[config.mk]
export PLATFORM = sky130hd
export DESIGN_NAME = avalon_mem_responder_flat
export DESIGN_NICKNAME = d
export VERILOG_FILES = /design/src/rtl/avalon_pkg.sv /design/src/rtl/avalon_mem_responder_if.sv /design/src/rtl/avalon_mem_responder_resp_pipe.sv /design/src/rtl/avalon_mem_responder.sv /design/src/flat_wrapper.sv
export SDC_FILE = /design/constraint.sdc
export NUM_CORES = 1
export LEC_CHECK = 0
export BUFFER_PORTS_ARGS = -buffer_cell sky130_fd_sc_hd__buf_2
export CORE_MARGIN = 1
export CORE_UTILIZATION = 44
export CTS_BUF_LIST = sky130_fd_sc_hd__clkbuf_8 sky130_fd_sc_hd__clkbuf_16
export CTS_CLUSTER_SIZE = 30
export DETAILED_ROUTE_END_ITERATION = 10
export PLACE_DENSITY = 0.95
export SKIP_LAST_GASP = 1
export SLEW_MARGIN = 5
export SYNTH_ARGS = -nofsm -noshare
export SYNTH_HDL_FRONTEND = slang
export SYNTH_SLANG_ARGS = --single-unit
[constraint.sdc]
create_clock -name clk -period 3.97 [get_ports clk]
set_clock_uncertainty 0.15 [all_clocks]
set_input_delay 0.794 -clock clk [delete_from_list [all_inputs] [get_ports clk]]
set_output_delay 0.794 -clock clk [all_outputs]
set_load 0.03 [all_outputs]
[src/rtl/avalon_pkg.sv]
// Shared types for the Avalon-MM memory responder: response codes, FSM states
// and the waitrequest-stall LFSR seed and step function.
package avalon_pkg;

    typedef enum logic [1:0] {
        RESP_OKAY   = 2'b00,
        RESP_SLVERR = 2'b10
    } resp_e;

    typedef enum logic {
        ST_INIT  = 1'b0,
        ST_READY = 1'b1
    } state_e;

    localparam logic [15:0] LFSR_SEED = 16'hACE1;

    // Fibonacci step with taps 16,14,13,11 (bit 15 is tap 16).
    function automatic logic [15:0] lfsr_next(input logic [15:0] cur);
        return {cur[14:0], cur[15] ^ cur[13] ^ cur[12] ^ cur[10]};
    endfunction

endpackage

[src/rtl/avalon_mem_responder_if.sv]
// Avalon-MM slave-side bus between the control unit (master) and the memory responder (slave).
interface avalon_mem_responder_if;

    logic        slave_read;
    logic        slave_write;
    logic [31:0] slave_address;
    logic [31:0] slave_writedata;
    logic        slave_waitrequest;
    logic [31:0] slave_readdata;
    logic        slave_readdatavalid;
    logic        slave_writeresponsevalid;
    logic [1:0]  slave_response;

    modport master (
        output slave_read, slave_write, slave_address, slave_writedata,
        input  slave_waitrequest, slave_readdata, slave_readdatavalid,
        input  slave_writeresponsevalid, slave_response
    );

    modport slave (
        input  slave_read, slave_write, slave_address, slave_writedata,
        output slave_waitrequest, slave_readdata, slave_readdatavalid,
        output slave_writeresponsevalid, slave_response
    );

endinterface

[src/rtl/avalon_mem_responder_resp_pipe.sv]
// Fixed-depth in-order response shift register; the last stage drives the
// response strobes, code and read data directly from flops.
module resp_pipe
    import avalon_pkg::*;
#(
    parameter int DEPTH = 2
) (
    input  logic        clk,
    input  logic        n_rst,
    input  logic        push_i,
    input  logic        push_write_i,
    input  logic        push_err_i,
    input  logic [31:0] mem_rdata_i,
    output logic        rd_valid_o,
    output logic        wr_valid_o,
    output resp_e       resp_o,
    output logic [31:0] data_o
);

    logic [DEPTH-1:0] rdv_q, rdv_d;
    logic [DEPTH-1:0] wrv_q, wrv_d;
    logic [DEPTH-1:0] err_q, err_d;
    logic [31:0]      data_q [DEPTH];
    logic [31:0]      data_d [DEPTH];

    // Shift one stage per cycle; RAM data for an in-range read is taken while the read sits in stage 1.
    always_comb begin
        rdv_d[0]  = push_i & ~push_write_i;
        wrv_d[0]  = push_i &  push_write_i;
        err_d[0]  = push_i &  push_err_i;
        data_d[0] = 32'h0000_0000;
        rdv_d[1]  = rdv_q[0];
        wrv_d[1]  = wrv_q[0];
        err_d[1]  = err_q[0];
        if (rdv_q[0] && !err_q[0]) begin
            data_d[1] = mem_rdata_i;
        end else begin
            data_d[1] = data_q[0];
        end
        for (int i = 2; i < DEPTH; i++) begin
            rdv_d[i]  = rdv_q[i-1];
            wrv_d[i]  = wrv_q[i-1];
            err_d[i]  = err_q[i-1];
            data_d[i] = data_q[i-1];
        end
    end

    // Pipeline registers; reset drops every in-flight response.
    always_ff @(posedge clk or negedge n_rst) begin
        if (!n_rst) begin
            rdv_q <= {DEPTH{1'b0}};
            wrv_q <= {DEPTH{1'b0}};
            err_q <= {DEPTH{1'b0}};
            for (int i = 0; i < DEPTH; i++) data_q[i] <= 32'h0000_0000;
        end else begin
            rdv_q <= rdv_d;
            wrv_q <= wrv_d;
            err_q <= err_d;
            for (int i = 0; i < DEPTH; i++) data_q[i] <= data_d[i];
        end
    end

    assign rd_valid_o = rdv_q[DEPTH-1];
    assign wr_valid_o = wrv_q[DEPTH-1];
    assign resp_o     = err_q[DEPTH-1] ? RESP_SLVERR : RESP_OKAY;
    assign data_o     = data_q[DEPTH-1];

endmodule

[src/rtl/avalon_mem_responder.sv]
// Avalon-MM memory responder: clears the RAM after reset, then serves single-word
// requests in order with fixed latency. Define RESPONDER_STALL_EN for random waitrequest.
module avalon_mem_responder
    import avalon_pkg::*;
#(
    parameter int MEM_WORDS    = 4096,
    parameter int READ_LATENCY = 2,
    parameter int MAX_PENDING  = 4,
    localparam int AW = $clog2(MEM_WORDS)
) (
    input  logic                  clk,
    input  logic                  n_rst,
    avalon_mem_responder_if.slave bus,
    output logic                  protocol_err,
    output logic [AW-1:0]         mem_addr,
    output logic                  mem_we,
    output logic [31:0]           mem_wdata,
    input  logic [31:0]           mem_rdata
);

    state_e        state_q, state_d;
    logic [AW-1:0] init_cnt_q, init_cnt_d;
    logic [3:0]    pending_q, pending_d;
    logic          wait_q, wait_d;
    logic          perr_q, perr_d;
    logic          stall_s;
    logic          accept_s;
    logic          in_range_s;
    logic          rd_valid_s;
    logic          wr_valid_s;
    resp_e         resp_s;
    logic [31:0]   rdata_s;

    assign in_range_s = (bus.slave_address < 32'(MEM_WORDS));
    assign accept_s   = (state_q == ST_READY) && (bus.slave_read ^ bus.slave_write) && !wait_q;

`ifdef RESPONDER_STALL_EN
    logic [15:0] lfsr_q, lfsr_d;

    // LFSR only runs once the responder is serving requests.
    always_comb begin
        if (state_q == ST_READY) begin
            lfsr_d = lfsr_next(lfsr_q);
        end else begin
            lfsr_d = lfsr_q;
        end
    end

    // Stall LFSR register.
    always_ff @(posedge clk or negedge n_rst) begin
        if (!n_rst) begin
            lfsr_q <= LFSR_SEED;
        end else begin
            lfsr_q <= lfsr_d;
        end
    end

    assign stall_s = (lfsr_q[1:0] == 2'b00);
`else
    assign stall_s = 1'b0;
`endif

    // Next state and RAM port; INIT writes zero everywhere, gated so nothing is written while in reset.
    always_comb begin
        state_d    = state_q;
        init_cnt_d = init_cnt_q;
        mem_addr   = {AW{1'b0}};
        mem_we     = 1'b0;
        mem_wdata  = 32'h0000_0000;
        case (state_q)
            ST_INIT: begin
                mem_addr = init_cnt_q;
                mem_we   = n_rst;
                if (init_cnt_q == AW'(MEM_WORDS - 1)) begin
                    state_d = ST_READY;
                end else begin
                    init_cnt_d = init_cnt_q + AW'(1);
                end
            end
            ST_READY: begin
                if (accept_s && in_range_s) begin
                    mem_addr  = bus.slave_address[AW-1:0];
                    mem_we    = bus.slave_write;
                    mem_wdata = bus.slave_writedata;
                end else begin
                    mem_we = 1'b0;
                end
            end
            default: begin
                state_d = ST_INIT;
            end
        endcase
    end

    // Outstanding count and registered waitrequest; using the next count raises waitrequest right after the limit is hit.
    always_comb begin
        if (accept_s && !(rd_valid_s || wr_valid_s)) begin
            pending_d = pending_q + 4'd1;
        end else if (!accept_s && (rd_valid_s || wr_valid_s)) begin
            pending_d = pending_q - 4'd1;
        end else begin
            pending_d = pending_q;
        end
        wait_d = (state_q != ST_READY) || (pending_d == 4'(MAX_PENDING)) || stall_s;
        perr_d = perr_q || (bus.slave_read && bus.slave_write);
    end

    // Control registers.
    always_ff @(posedge clk or negedge n_rst) begin
        if (!n_rst) begin
            state_q    <= ST_INIT;
            init_cnt_q <= {AW{1'b0}};
            pending_q  <= 4'd0;
            wait_q     <= 1'b1;
            perr_q     <= 1'b0;
        end else begin
            state_q    <= state_d;
            init_cnt_q <= init_cnt_d;
            pending_q  <= pending_d;
            wait_q     <= wait_d;
            perr_q     <= perr_d;
        end
    end

    resp_pipe #(
        .DEPTH (READ_LATENCY)
    ) u_resp_pipe (
        .clk          (clk),
        .n_rst        (n_rst),
        .push_i       (accept_s),
        .push_write_i (bus.slave_write),
        .push_err_i   (!in_range_s),
        .mem_rdata_i  (mem_rdata),
        .rd_valid_o   (rd_valid_s),
        .wr_valid_o   (wr_valid_s),
        .resp_o       (resp_s),
        .data_o       (rdata_s)
    );

    assign bus.slave_waitrequest        = wait_q;
    assign bus.slave_readdatavalid      = rd_valid_s;
    assign bus.slave_writeresponsevalid = wr_valid_s;
    assign bus.slave_response           = resp_s;
    assign bus.slave_readdata           = rdata_s;
    assign protocol_err                 = perr_q;

endmodule

[src/flat_wrapper.sv]
// flat-port wrapper written by rule: the top's interface ports become plain ports
module avalon_mem_responder_flat import avalon_pkg::*;
#(
    parameter int MEM_WORDS    = 4096,
    parameter int READ_LATENCY = 2,
    parameter int MAX_PENDING  = 4,
    localparam int AW = $clog2(MEM_WORDS)
)
  (clk, n_rst, protocol_err, mem_addr, mem_we, mem_wdata, mem_rdata, bus_slave_read, bus_slave_write, bus_slave_address, bus_slave_writedata, bus_slave_waitrequest, bus_slave_readdata, bus_slave_readdatavalid, bus_slave_writeresponsevalid, bus_slave_response);
  avalon_mem_responder_if bus_i ();
  input  logic clk;
  input  logic n_rst;
  output logic protocol_err;
  output logic [AW-1:0] mem_addr;
  output logic mem_we;
  output logic [31:0] mem_wdata;
  input  logic [31:0] mem_rdata;
  input wire logic [$bits(bus_i.slave_read)-1:0] bus_slave_read;
  input wire logic [$bits(bus_i.slave_write)-1:0] bus_slave_write;
  input wire logic [$bits(bus_i.slave_address)-1:0] bus_slave_address;
  input wire logic [$bits(bus_i.slave_writedata)-1:0] bus_slave_writedata;
  output wire logic [$bits(bus_i.slave_waitrequest)-1:0] bus_slave_waitrequest;
  output wire logic [$bits(bus_i.slave_readdata)-1:0] bus_slave_readdata;
  output wire logic [$bits(bus_i.slave_readdatavalid)-1:0] bus_slave_readdatavalid;
  output wire logic [$bits(bus_i.slave_writeresponsevalid)-1:0] bus_slave_writeresponsevalid;
  output wire logic [$bits(bus_i.slave_response)-1:0] bus_slave_response;
  assign bus_i.slave_read = bus_slave_read;
  assign bus_i.slave_write = bus_slave_write;
  assign bus_i.slave_address = bus_slave_address;
  assign bus_i.slave_writedata = bus_slave_writedata;
  assign bus_slave_waitrequest = bus_i.slave_waitrequest;
  assign bus_slave_readdata = bus_i.slave_readdata;
  assign bus_slave_readdatavalid = bus_i.slave_readdatavalid;
  assign bus_slave_writeresponsevalid = bus_i.slave_writeresponsevalid;
  assign bus_slave_response = bus_i.slave_response;
  avalon_mem_responder #(.MEM_WORDS(MEM_WORDS), .READ_LATENCY(READ_LATENCY), .MAX_PENDING(MAX_PENDING)) u_core (.clk(clk), .n_rst(n_rst), .bus(bus_i), .protocol_err(protocol_err), .mem_addr(mem_addr), .mem_we(mem_we), .mem_wdata(mem_wdata), .mem_rdata(mem_rdata));
endmodule
# Word level (Yosys, flattened, before mapping)
# Cells that the tools add are included.
[totals]
ff_bits = 57
inputBits = 100
out_inout_bits = 83
word_cells = 50
[op_classes]
n_addsub = 3
magnitude_cmp = 1
eq_ne = 2
n_mux = 12
bitwise = 7
n_reduce_logical = 16
[ops]
columns = ["operator", "count"]
rows = [
  ["32-bit two-way mux", 3],
  ["32-bit by 13-bit less-than comparator with 1-bit output (second input constant)", 1],
  ["12-bit case mux with 2 select lines", 1],
  ["12-bit by 1-bit adder with 12-bit output (second input constant)", 1],
  ["12-bit == test (second input constant)", 1],
  ["12-bit two-way mux", 1],
  ["4-bit two-way mux", 2],
  ["1-bit logical AND", 7],
  ["1-bit logical NOT", 5],
  ["4-bit by 1-bit adder with 4-bit output (second input constant)", 1],
  ["4-bit by 3-bit == test with 1-bit output (second input constant)", 1],
  ["4-bit by 1-bit subtractor with 4-bit output (second input constant)", 1],
  ["1-bit AND", 3],
  ["1-bit logical OR", 3],
  ["1-bit two-way mux", 3],
  ["1-bit NOT", 3],
  ["2-bit two-way mux", 1],
  ["1-bit case mux with 2 select lines", 1],
  ["2-bit AND reduction", 1],
  ["1-bit bitwise XOR", 1],
]

# Logic depth before layout (Yosys ltp)
[depth]
depth_word = 9
mapped_depth = 6
ltp_nobuf = 6

# Hierarchy
# From an unflattened synthesis, not the netlist that was laid out.
[hier_totals]
cells_unflattened = 232
area_unflattened_um2 = 2772.7
[modules_own_cells]
columns = ["mod", "n_inst", "cells_per_inst", "area_each_um2", "seq_area_each_um2"]
rows = [
  ["avalon_mem_responder", 1, 151, 1433.9, 476.7],
  ["resp_pipe", 1, 81, 1338.8, 950.9],
]

# Worst setup path before layout
# No wires, ideal clock.
[synth_path]
path_kind = "input to output"
startpoint = "in bus_slave_write"
endpoint = "out mem_addr[10]"
arrival_time_ns = 2.375
t_required_ns = 3.026
setup_slack_ns = 0.651
stages = 5
path_buffers = 1
path_cell_list = "ha_1 nand3b_1 nor4_4 buf_6 a22o_1"
[synth_between]
elab_chain_cells = 6
[synth_rtl]
columns = ["element", "line", "rtl"]
rows = [
  ["start: declaration", "flat_wrapper.sv:19", "input wire logic [$bits(bus_i.slave_write)-1:0] bus_slave_write;"],
  ["1-bit bitwise XOR", "avalon_mem_responder.sv:35", "assign accept_s = (state_q == ST_READY) && (bus.slave_read ^ bus.slave_write) && !wait_q;"],
  ["1-bit logical AND (2 in series)", "avalon_mem_responder.sv:35", ""],
  ["1-bit logical AND", "avalon_mem_responder.sv:81", "if (accept_s && in_range_s) begin"],
  ["12-bit two-way mux", "avalon_mem_responder.sv:81", ""],
  ["12-bit case mux with 2 select lines", "avalon_mem_responder.sv:70", "case (state_q)"],
  ["end: declaration", "flat_wrapper.sv:14", "output logic [AW-1:0] mem_addr;"],
]
# Every way passes these cells.

# Worst setup path after layout
[layout_path]
startpoint = "in bus_slave_write"
endpoint = "out mem_wdata[16]"
[layout_between]
elab_chain_cells = 6
[layout_rtl]
columns = ["element", "line", "rtl"]
rows = [
  ["1-bit bitwise XOR", "avalon_mem_responder.sv:35", ""],
  ["1-bit logical AND (2 in series)", "avalon_mem_responder.sv:35", ""],
  ["1-bit logical AND", "avalon_mem_responder.sv:81", ""],
  ["32-bit two-way mux", "avalon_mem_responder.sv:81", ""],
  ["32-bit two-way mux", "avalon_mem_responder.sv:70", ""],
  ["end: declaration", "flat_wrapper.sv:16", "output logic [31:0] mem_wdata;"],
]
# Every way passes these cells.

==> qor.yml <==
yosys.area_share.simple_pct: 27.2
maxSlewHeadroom_pct: 54.8
fillCellCount: 451
syn-cell-area_mm2: 0.00261
drt_iter0_drc: 97
rsz0062_at_grt: "false"
synth_top_family_by_area: "simple AND/OR/NAND/NOR gates"
r2r_end: "u_core.init_cnt_q[1]$_DFFE_PN0P_"
min_path_type: "reg2reg"
antenna_found_initial: 0
min_to: "u_core.u_resp_pipe.wrv_q[1]$_DFF_PN0_"
synth_area_leader_cell: "dfrtp_1"
status: "complete, no violations"
fmax_mhz: 278
place_ws_ps: 375
cts_resized: 0
grt_max_degree: 58
critPathTopFamily: "simple AND/OR/NAND/NOR gates"
setup_ws_ps: 369
start_util_pct: 46.5
core-area_mm2: 0.00561
period_share_pct: 90.7
yosysWarnings: 0
grt_overflow: 0
timing.hold.ws_ps: 198
fp.dieW_um: 79.0
crit_buf_inv: 3
drt_pass1_iterations: 4
rrSetupSlack_ps: 1920
cap_violations: 0
nets: 519
syn_nets: 335
routabilityCongestion: 0.883
drcViolationCount: 0
clock_tree.root_cell: "clkbuf_8"
cts_hold_buf: 0
placedCellCount: 476
routedWlPerCell_um: 14.5
synth_compound_area_share_pct: 7.05
finish.instance_area_mm2: 0.00374
synthMuxAreaShare_pct: 0.432
grt_pass1_vias: 2401
synth-seq-cells: 57
cp_max_fo: 45
synth-xor-area-share_pct: 4.70
crit_chain: "buf_2, ha_1, nand3b_1, nor4_4, buf_4, and2_1, buf_2"
rr_worst_depth: 4
htree_levels: 3
period_minus_slack_ps: 3600
grt_pass1_wl_um: 11000
cts_setup_buffers: 0
viasPerCell: 4.91
finalPower_mw: 1.15
synth.top_cell.area_share_pct: 53.7
layout_commonest_cell: "buf_2"
setup-tns-final_ps: 0
clockBufferDepth: 2
whs_path_depth: 0
portBuffers: 181
clk_latency_ps: 320
cts_buffers: 9
drv_slew: 0
clock-sinks: 57
startpoint_type: "input port"
syn_area_per_cell_um2: 11.3
num_vias: 2418
async_reset_ff_share_pct: 100
cp_slowest_stage_delay_ps: 360
path_clk_slew_ps: 60
finalHoldViolCount: 0
dpl-instance-area_mm2: 0.00355
track_usage_pct: 23.3
cts_tree: "done"
r2r-start: "u_core.init_cnt_q[0]$_DFFE_PN0P_"
rows: 27
slowest_stage: "buf_4"
leakage_nw: 2.20
min_from: "u_core.u_resp_pipe.wrv_q[0]$_DFF_PN0_"
pin_count: 183
synth_area_leaders: "dfrtp_1 54%, and2_1 16%, a22o_1 4.0%, xnor2_1 3.4%, ha_1 1.9%"
arrival_ps: 2660
tightestPinTransition_ps: 678
area_delta_synth_final_pct: 43.5
drt_wl_total_um: 7110
synth_fa_ha_area_share_pct: 1.92
synth_cells: 231
worstSetupPathType: "in2out"
p_per_area_mw_per_mm2: 308
dieHeight_um: 79.0
drive_above_1_share_pct: 48.6
irDropWorstVdd_mv: 0.348
utilization_pct: 66.7
mostFrequentLayoutCells: "181 x buf_2, 67 x and2_1, 56 x dfrtp_1"
dieArea_mm2: 0.00624
hpwl_um: 5560
setup_viol: 0
worstSetupEndpointType: "output pin"
n_antenna_cell: 0
finalNonFillerCells: 492
ant_nets: 0
critPathRequiredTime_ps: 3030
crit_top_cell: "buf_2"
ys_types: 39
ys.flop_type: "dfrtp_1"
synth_enable_flop_cells: 0
yosysSeqAreaShare_pct: 54.8
[worst max path at each step]
stage | end | slack [ps] | start | depth (start not counted)
6_report | mem_wdata[16] | 370 | bus_slave_write | 7
3_5_place_dp | mem_wdata[11] | 370 | bus_slave_write | 7
5_1_grt | mem_wdata[13] | 230 | bus_slave_write | 7
4_1_cts | mem_wdata[11] | 370 | bus_slave_write | 7
2_1_floorplan | mem_addr[10] | 650 | bus_slave_write | 5
3_3_place_gp | mem_wdata[11] | 430 | bus_slave_write | 7
[worst reg2reg max path: cells and delay by family (launching register included)]
kind | cells | cell delay, ps
flip-flops | 1 | 430
multiplexers | 1 | 390
adder cells (fa/ha/maj) | 1 | 250
AO/OA/AOI/OAI | 1 | 480
AND/OR/NAND/NOR | 1 | 240
[per-layer routing]
layer	vias up	share of wire, %	GRT usage (%)
met5	-	0	0
met4	0	1.5	9.82
met3	6	10	7.59
met2	136	51	40.3
met1	1127	38	26.2
li1	1149	-	-
[cell type report]
class	count	area, um^2	area share (%)
clock buffers	10	138	3.68
clock inverters	6	53.8	1.44
inverters	6	22.5	0.602
multi-input cells	157	1080	28.9
flip-flops and latches	57	1430	38.2
well taps	72	90.1	2.41
repair buffers	184	928	24.8
[registers in the layout, summed over array words and instances (netlist names)]
register	cells
u_core.bus.slave_waitrequest	1
u_core.init_cnt_q	12
u_core.pending_q	4
u_core.protocol_err	1
u_core.state_q	1
u_core.u_resp_pipe.data_o	32
u_core.u_resp_pipe.err_q	2
u_core.u_resp_pipe.rdv_q	2
u_core.u_resp_pipe.wrv_q	2
[synth_stat cells, types with 3 or more instances]
library cell / instances
o21ai_0: 3
nand4_1: 7
nor4_1: 5
buf_6: 4
clkbuf_1: 5
ha_1: 4
and3_1: 3
xor2_1: 4
inv_1: 6
nor2_1: 3
dfrtp_1: 56
and2_1: 67
nand3_1: 6
xnor2_1: 10
nor3_1: 5
nand2_1: 6
a22o_1: 12
[where the power goes]
part | switching, mW | internal [mW]
Combinational | 0.0285 | 0.0370
Clock | 0.206 | 0.299
Sequential | 0.00000000577 | 0.581
Total | 0.235 | 0.917
[cells by family (layout without fill, tap and decap cells)]
family	after synthesis	after routing
AND/OR/NAND/NOR	114	114
flip-flops	57	57
AO/OA/AOI/OAI	23	23
buffers and inverters	17	206
XOR/XNOR	14	14
adder cells (fa/ha/maj)	4	4
other	1	1
multiplexers	1	1
Power figures use the tool's default switching activity.
